File: src/rtl/interface_botoes.sv
// interface_botoes: conditions the raw asynchronous button vector for the
// memory game. It synchronises, debounces and validates presses, then emits
// one registered play code plus a single-cycle pulse per physical press.
// Optional feature macro: BOTOES_CONTA_JOGADAS_EN adds the db_num_jogadas
// counter of accepted plays.
module interface_botoes #(
   parameter int N_BOTOES        = 4,
   parameter int DEBOUNCE_CICLOS = 1000
) (
   input  logic                clock,
   input  logic                reset,
   input  logic [N_BOTOES-1:0] botoes,
   input  logic                habilita,
   output logic [N_BOTOES-1:0] jogada,
   output logic                jogada_feita,
   output logic                erro_multiplo,
   output logic                algum_pressionado,
   output logic [2:0]          db_estado
`ifdef BOTOES_CONTA_JOGADAS_EN
   ,
   output logic [7:0]          db_num_jogadas
`endif
);

   localparam int CW = $clog2(DEBOUNCE_CICLOS + 1);
   localparam logic [CW-1:0]       CNT_ALVO = CW'(DEBOUNCE_CICLOS);
   localparam logic [CW-1:0]       CNT_UM   = CW'(1);
   localparam logic [N_BOTOES-1:0] UM_B     = N_BOTOES'(1);

   typedef enum logic [2:0] {
      OCIOSO        = 3'b000,
      FILTRA_PRESS  = 3'b001,
      ACEITA        = 3'b010,
      ESPERA_SOLTAR = 3'b011,
      FILTRA_SOLTA  = 3'b100,
      INVALIDO      = 3'b101
   } estado_t;

   estado_t             estado, prox_estado;
   logic [N_BOTOES-1:0] b_meta, b_sync;
   logic [N_BOTOES-1:0] amostra, prox_amostra;
   logic [CW-1:0]       cnt, prox_cnt;
   logic                filtro_ok;
   logic                multiplo;
   logic                prox_algum;

   // Counter stops at the target so a long hold can never wrap it.
   function automatic logic [CW-1:0] incr_sat(input logic [CW-1:0] c);
      return (c >= CNT_ALVO) ? c : c + CNT_UM;
   endfunction

   assign filtro_ok = (cnt >= CNT_ALVO);
   // More than one bit set <=> clearing the lowest set bit leaves something.
   assign multiplo  = |(amostra & (amostra - UM_B));
   assign db_estado = estado;

   // Two-flop synchroniser on every button line.
   always_ff @(posedge clock or posedge reset) begin
      if (reset) begin
         b_meta <= '0;
         b_sync <= '0;
      end else begin
         b_meta <= botoes;
         b_sync <= b_meta;
      end
   end

   // Next-state logic: press filter, decision, release filter.
   always_comb begin
      prox_estado  = estado;
      prox_amostra = amostra;
      prox_cnt     = cnt;
      case (estado)
         OCIOSO: begin
            if (b_sync != '0) begin
               prox_amostra = b_sync;
               prox_cnt     = CNT_UM;
               prox_estado  = FILTRA_PRESS;
            end
         end
         FILTRA_PRESS: begin
            // Once enough stable samples are in, decide without looking at
            // the current sample; habilita matters only in this cycle.
            if (filtro_ok) begin
               if (multiplo)      prox_estado = INVALIDO;
               else if (habilita) prox_estado = ACEITA;
               else               prox_estado = ESPERA_SOLTAR;
            end else if (b_sync != amostra) begin
               if (b_sync == '0) begin
                  prox_estado = OCIOSO;
               end else begin
                  prox_amostra = b_sync;
                  prox_cnt     = CNT_UM;
               end
            end else begin
               prox_cnt = incr_sat(cnt);
            end
         end
         ACEITA, INVALIDO: prox_estado = ESPERA_SOLTAR;
         ESPERA_SOLTAR: begin
            if (b_sync == '0) begin
               prox_cnt    = CNT_UM;
               prox_estado = FILTRA_SOLTA;
            end
         end
         FILTRA_SOLTA: begin
            if (filtro_ok)          prox_estado = OCIOSO;
            else if (b_sync != '0)  prox_estado = ESPERA_SOLTAR;
            else                    prox_cnt    = incr_sat(cnt);
         end
         default: prox_estado = OCIOSO;
      endcase
   end

   // Debounced "any button down" level, evaluated on the upcoming state.
   always_comb begin
      prox_algum = 1'b0;
      case (prox_estado)
         FILTRA_PRESS:                                   prox_algum = (prox_cnt >= CNT_ALVO);
         ACEITA, INVALIDO, ESPERA_SOLTAR, FILTRA_SOLTA:  prox_algum = 1'b1;
         default:                                        prox_algum = 1'b0;
      endcase
   end

   // State, filter registers and registered outputs (aligned with the state).
   always_ff @(posedge clock or posedge reset) begin
      if (reset) begin
         estado            <= OCIOSO;
         amostra           <= '0;
         cnt               <= '0;
         jogada            <= '0;
         jogada_feita      <= 1'b0;
         erro_multiplo     <= 1'b0;
         algum_pressionado <= 1'b0;
      end else begin
         estado            <= prox_estado;
         amostra           <= prox_amostra;
         cnt               <= prox_cnt;
         jogada_feita      <= (prox_estado == ACEITA);
         erro_multiplo     <= (prox_estado == INVALIDO);
         algum_pressionado <= prox_algum;
         if (prox_estado == ACEITA) jogada <= amostra;
      end
   end

`ifdef BOTOES_CONTA_JOGADAS_EN
   // Accepted-play counter, wraps naturally at 8 bits.
   always_ff @(posedge clock or posedge reset) begin
      if (reset)                       db_num_jogadas <= 8'd0;
      else if (prox_estado == ACEITA)  db_num_jogadas <= db_num_jogadas + 8'd1;
   end
`endif

endmodule
File: config.mk
export PLATFORM = sky130hd
export DESIGN_NAME = interface_botoes
export DESIGN_NICKNAME = d
export VERILOG_FILES = /design/src/rtl/interface_botoes.sv
export SDC_FILE = /design/constraint.sdc
export NUM_CORES = 1
export LEC_CHECK = 0
export BUFFER_PORTS_ARGS = -buffer_cell sky130_fd_sc_hd__buf_2
export CAP_MARGIN = 20
export CORE_ASPECT_RATIO = 1.1
export CORE_MARGIN = 3
export CORE_UTILIZATION = 60
export DETAILED_ROUTE_END_ITERATION = 12
export PLACE_DENSITY = 0.79
export SLEW_MARGIN = 5
export SYNTH_ARGS = -nofsm -noshare
export SYNTH_HDL_FRONTEND = slang
export SYNTH_SLANG_ARGS = --single-unit
File: constraint.sdc
create_clock -name clock -period 5.27 [get_ports clock]
set_input_delay 0.7905 -clock clock [delete_from_list [all_inputs] [get_ports clock]]
set_output_delay 0.7905 -clock clock [all_outputs]
set_load 0.02 [all_outputs]
==> results.cfg, run 1 <==
[die]
die_y_um = 61.8
core_um2 = 2590
start_util_pct = 65.5
die_w_um = 56.7
die_area_um2 = 3500
row_count = 19
io_pins = 17

[synthesis]
yosys_warnings = 0
syn-num-nets = 179
ys_types = 50
syn_avg_cell_area_um2 = 10.1
synth.area.top_cells = dfrtp_1 47%, mux2_2 5.3%, nor2_1 3.1%
yosys.area.top_type = dfrtp_1
yosys.area.top_type_share_pct = 47.2
synth-seq-cells = 32
syn_inst = 168
yosysSeqAreaShare_pct = 47.2
synthArstFlopShare_pct = 100
synth_edf_count = 0
ys.flop_type = dfrtp_1
synth_area_um2 = 1700

[power]
p_int_uw = 369
switchingPower_uw = 119
p_clk_share_pct = 38.1
peakVddDrop_mv = 0.367
swShare_pct = 24.4
power.density_nw_per_um2 = 259
power.total_uw = 487
leakage_uw = 0.000898
seq_power_share_pct = 53.9
combPwrFrac_pct = 8.0

[worst_setup_path]
cp.arrival_ns = 2.88
crit_required_ns = 5.49
cp_common_cell = a31o_1
critPathKind = flop to flop
slowest_stage = a22oi_1
end_kind = flop
path_cells = nand2b_1 -> nor2_1 -> a22oi_1 -> o32ai_1 -> a31o_1 -> o2111a_1 -> a31o_1
worstSetupStartpointType = flop
critical-path-max-stage-delay_ns = 0.66
crit_fanout = 17

[clock_tree]
cts_htree_levels = 2
postCtsSetupBuffers = 0
cts-resized-gates = 0
clkLatencyLatePin_ns = 0.34
cts_made_buffers = 5
cts_tree = done
path_clk_slew_ns = 0.11
clockBufferDepth = 2
cts_hold_buf = 0
cts_sinks = 32
cts-root-buf = clkbuf_4

[routing]
via_per_inst = 6.30
drt_iter0_markers = 71
wl_um = 3470
routedWlPerCell_um = 15.9
vias = 1373
firstDrtPassIters = 5
drc = 0
ant_nets = 0

[grt]
overflow = 0
first_global_vias = 1244
grt_pass1_wl_um = 5870
antenna_found_initial = 0
grt_max_degree = 33
grt_use_total_pct = 22.4

[timing]
fin_skew_ns = 0.0196
tightest_slew_ns = 0.752
fin_tns_setup_ns = 0
rsz0062_at_grt = no
hold_violations = 0
drv_slew = 0
period_share_pct = 50.5
fmax_ghz = 0.376
fin_crit_ns = 2.66
maxSlewHeadroom_pct = 49.8
setup_violations = 0

[cells_and_area]
fillers = 203
seqCellArea_um2 = 801
areaGrowthSynthToFinish_pct = 11.0
antenna_cells = 0
fin_nets = 197
multi_input_area_um2 = 847
finalCoreUtilization_pct = 72.7
drive_gt1_share_pct = 20.9

[placement]
hpwl_um = 2530
port_buffers = 16
place.gp.congestion = 0.890

[job]
drv_cap = 0

[hold_path]
hp-class = flop to flop

[run_status]
outcome = finished clean
==> final cells by class <==
type / instances / area share (%)
tap: 31 / 2.06
multi-input combinational: 124 / 45.0
inverter: 5 / 1.13
clock buffer: 5 / 1.99
clock inverter: 3 / 2.26
timing repair buffer: 18 / 5.05
sequential: 32 / 42.5
==> per-stage QoR <==
step           hold WS, ns  setup WS, ns  std cells  instance area (µm²)
4_1_cts              0.359          2.64        218                 1880
3_5_place_dp         0.335          2.67        210                 1800
3_3_place_gp         0.332          2.83        210                 1800
5_1_grt              0.372          2.38        218                 1880
6_report             0.357          2.61        218                 1880
2_1_floorplan        0.331          3.13        168                 1700
==> sequential cells by signal, indices dropped and copies added (netlist names) <==
register / flops
jogada_feita: 1
b_meta: 4
erro_multiplo: 1
algum_pressionado: 1
db_estado: 3
jogada: 4
b_sync: 4
amostra: 4
cnt: 10
==> synthesized netlist by cell type (all sizes together) (5+ instances only) <==
cell	instances
mux2	8
nor2	14
dfrtp	32
nand3	7
inv	5
nor3	5
nand2b	7
nand2	12
a21oi	8
clkbuf	6
o21ai	8
==> power groups by stage <==
stage | clock (µW) | combinational [µW] | sequential, µW
global route | 202 | 43.9 | 264
finish | 186 | 39.0 | 262
floorplan | 0 | 30.2 | 264
detailed placement | 0 | 39.2 | 267
global placement | 0 | 37.5 | 266
CTS | 191 | 39.3 | 262
==> path summary, 6_finish.rpt <==
path                         startpoint                end  slack [ns]  depth (start not counted)
max                        db_estado[0]  algum_pressionado        2.61                          7
min                           b_meta[3]          b_sync[3]        0.36                          0
max reg2reg                db_estado[0]  algum_pressionado        2.61                          7
min reg2reg                   b_meta[3]          b_sync[3]        0.36                          0
max in group asynchronous         reset             cnt[4]        4.43                          3
min in group asynchronous         reset             cnt[2]        0.54                          3
==> worst max-delay path, delay by kind of cell (launching register included) <==
family,cells,cell delay (ns)
and+or+nand+nor,2,0.40
DFF,1,0.64
AOI/OAI and AO/OA,5,1.50
==> cells by family (layout without fill, tap and decap cells) <==
| group | after synthesis | after routing | share of synthesized area [%] |
|---|---|---|---|
| and+or+nand+nor | 65 | 65 | 21.0 |
| AOI/OAI and AO/OA | 41 | 41 | 17.4 |
| DFF | 32 | 32 | 47.2 |
| buffers and inverters | 12 | 31 | 2.88 |
| muxes | 9 | 9 | 5.90 |
| adders and majority gates | 5 | 5 | 3.54 |
| xor gates and xnor gates | 4 | 4 | 2.06 |
==> routing by layer <==
layer	part of all wire [%]	global-route usage, %	vias to the layer above
li1	-	-	653
met1	44	27.2	670
met2	48	38.4	40
met3	5.8	6.40	10
met4	2.2	8.81	0
met5	0	0	-
==> layout by cell type, fill, tap and decap left out, types with 4 or more instances in the layout <==
cell / netlist / layout
nand2_1: 12 / 12
clkbuf_4: 0 / 5
inv_1: 4 / 4
mux2_2: 8 / 8
ha_1: 4 / 4
xnor2_1: 4 / 4
a21oi_1: 8 / 8
nand3_1: 7 / 7
buf_2: 1 / 16
nor3_1: 5 / 5
dfrtp_1: 32 / 32
o21ai_0: 5 / 5
nand2b_1: 7 / 7
nor2_1: 14 / 14
(Power assumes the default switching activity.)
==> inputs of run 2 (changes only) <==
--- a/config.mk
+++ b/config.mk
@@ -9,9 +9,9 @@
 export CAP_MARGIN = 20
 export CORE_ASPECT_RATIO = 1.1
 export CORE_MARGIN = 3
-export CORE_UTILIZATION = 60
+export CORE_UTILIZATION = 58
 export DETAILED_ROUTE_END_ITERATION = 12
-export PLACE_DENSITY = 0.79
+export PLACE_DENSITY = 0.77
 export SLEW_MARGIN = 5
 export SYNTH_ARGS = -nofsm -noshare
 export SYNTH_HDL_FRONTEND = slang
==> constraint.sdc (replaced) <==
create_clock -name clock -period 2.8 [get_ports clock]
set_input_delay 0.42 -clock clock [delete_from_list [all_inputs] [get_ports clock]]
set_output_delay 0.42 -clock clock [all_outputs]
set_load 0.02 [all_outputs]
==> run 2 against run 1 <==
  * Sequential cell count stayed put
  * Combinational power increased by 93%
  * Critical path depth unchanged
  * Sequential share of layout area is 0.11 points lower
  * Sequential power up 88%
  * Clock power rose by 46%
  * Global-route usage decreased by 1.5 points
  * Routed wire length fell by 1.2%
  * Clock skew decreased by 0.015 ns
  * First-iteration DRC count shrank 15%
==> results.cfg, run 2 (synthesized netlist as in run 1, its figures left out) <==
[die]
start_util_pct = 64.3
core_um2 = 2640
die_y_um = 62.7
die_w_um = 57.6
row_count = 19
die_area_um2 = 3610
io_pins = 17

[cells_and_area]
fin_nets = 200
final_common_cell = dfrtp_1
areaGrowthSynthToFinish_pct = 11.3
antenna_cells = 0
drive_gt1_share_pct = 21.6
fillers = 207
largest_reg_flops = 10
largest_register = cnt
mostFrequentLayoutCells = 32 x dfrtp_1, 16 x buf_2, 14 x nor2_1, 12 x nand2_1

[routing]
ant_nets = 0
vias = 1378
drc = 0
wl_met1_um = 1500
wl_met3_um = 259
via_per_inst = 6.24
firstDrtPassIters = 4
drt_iter0_markers = 60
routedWlPerCell_um = 15.5
wl_um = 3430
top_layer = met4
wl_met2_um = 1590

[clock_tree]
path_clk_slew_ns = 0.09
cts_hold_buf = 0
cts-resized-gates = 0
cts-root-buf = clkbuf_4
cts_htree_levels = 2
cts_tree = done
cts_sinks = 32
clockBufferDepth = 2
postCtsSetupBuffers = 0
clkLatencyLatePin_ns = 0.32
cts_made_buffers = 5

[power]
power.density_nw_per_um2 = 444
leakage_uw = 0.000904
peakVddDrop_mv = 0.403

[placement]
place.gp.congestion = 0.888
port_buffers = 16
hpwl_um = 2500

[worst_setup_path]
worstSetupStartpointType = flop
end_kind = flop
critPathKind = flop to flop
cp.arrival_ns = 2.70
crit_required_ns = 3.02
crit_fanout = 14

[timing]
fmax_ghz = 0.402
hold_violations = 0
period_share_pct = 88.8
tightest_slew_ns = 0.821
drv_slew = 0
fin_skew_ns = 0.00498
fin_crit_ns = 2.49
maxSlewHeadroom_pct = 45.2
setup_violations = 0
rsz0062_at_grt = no
fin_tns_setup_ns = 0
hold_slack_ns = 0.166

[grt]
grt_max_degree = 33
antenna_found_initial = 0
grt_use_total_pct = 20.9
overflow = 0
first_global_vias = 1297
grt_pass1_wl_um = 5920

[run_status]
outcome = finished clean

[job]
drv_cap = 0

[hold_path]
hp-class = input port to asynchronous set/reset pin
[run 2: area by class of cell]
type | count | area (µm²) | area share [%]
Multi-Input combinational cell | 124 | 847 | 44.9
Sequential cell | 32 | 801 | 42.4
Timing Repair Buffer | 21 | 118 | 6.23
Clock buffer | 7 | 55.1 | 2.92
Tap cell | 31 | 38.8 | 2.05
Inverter | 5 | 21.3 | 1.13
Clock inverter | 1 | 7.51 | 0.398
[run 2: path summary, 6_finish.rpt]
check                              from                 to  depth (start not counted)  slack, ns
min                               reset          b_meta[1]                          3       0.17
min in group clock            botoes[1]          b_meta[1]                          1       0.20
max in group asynchronous         reset             cnt[2]                          3       2.35
max                        db_estado[2]  algum_pressionado                          7       0.31
min reg2reg                   b_meta[1]          b_sync[1]                          0       0.36
max reg2reg                db_estado[2]  algum_pressionado                          7       0.31
[run 2: metal layers]
layer | global-route usage, % | vias to the layer above
met3 | 6.40 | 10
li1 | - | 664
met1 | 28.4 | 643
met5 | 0 | -
met4 | 9.86 | 0
met2 | 29.9 | 61
[run 2: stage by stage]
step	power (µW)	area [µm²]	util [%]	worst slack, ns	std cells
after detailed placement	577	1830	69.2	0.402	213
after global routing	889	1890	71.6	0.108	221
after CTS	851	1890	71.6	0.385	221
after global placement	574	1830	69.2	0.510	213
after floorplan	555	1700	-	0.663	168
final	839	1890	71.6	0.314	221
[run 2: report_power, final]
group          switching [µW]  internal, µW  leakage (µW)
clock network             148           123     0.0000315
logic                    42.6          32.7      0.000463
registers                16.7           476      0.000409
total                     208           631      0.000904
[run 2: critical path, stage by stage (launching register included)]
cell      delay, ns
dfrtp_1        0.52
nand2b_1       0.24
nor2_1         0.11
a22oi_1        0.68
o32ai_1        0.17
a31o_1         0.23
o2111a_1       0.24
a31o_1         0.20
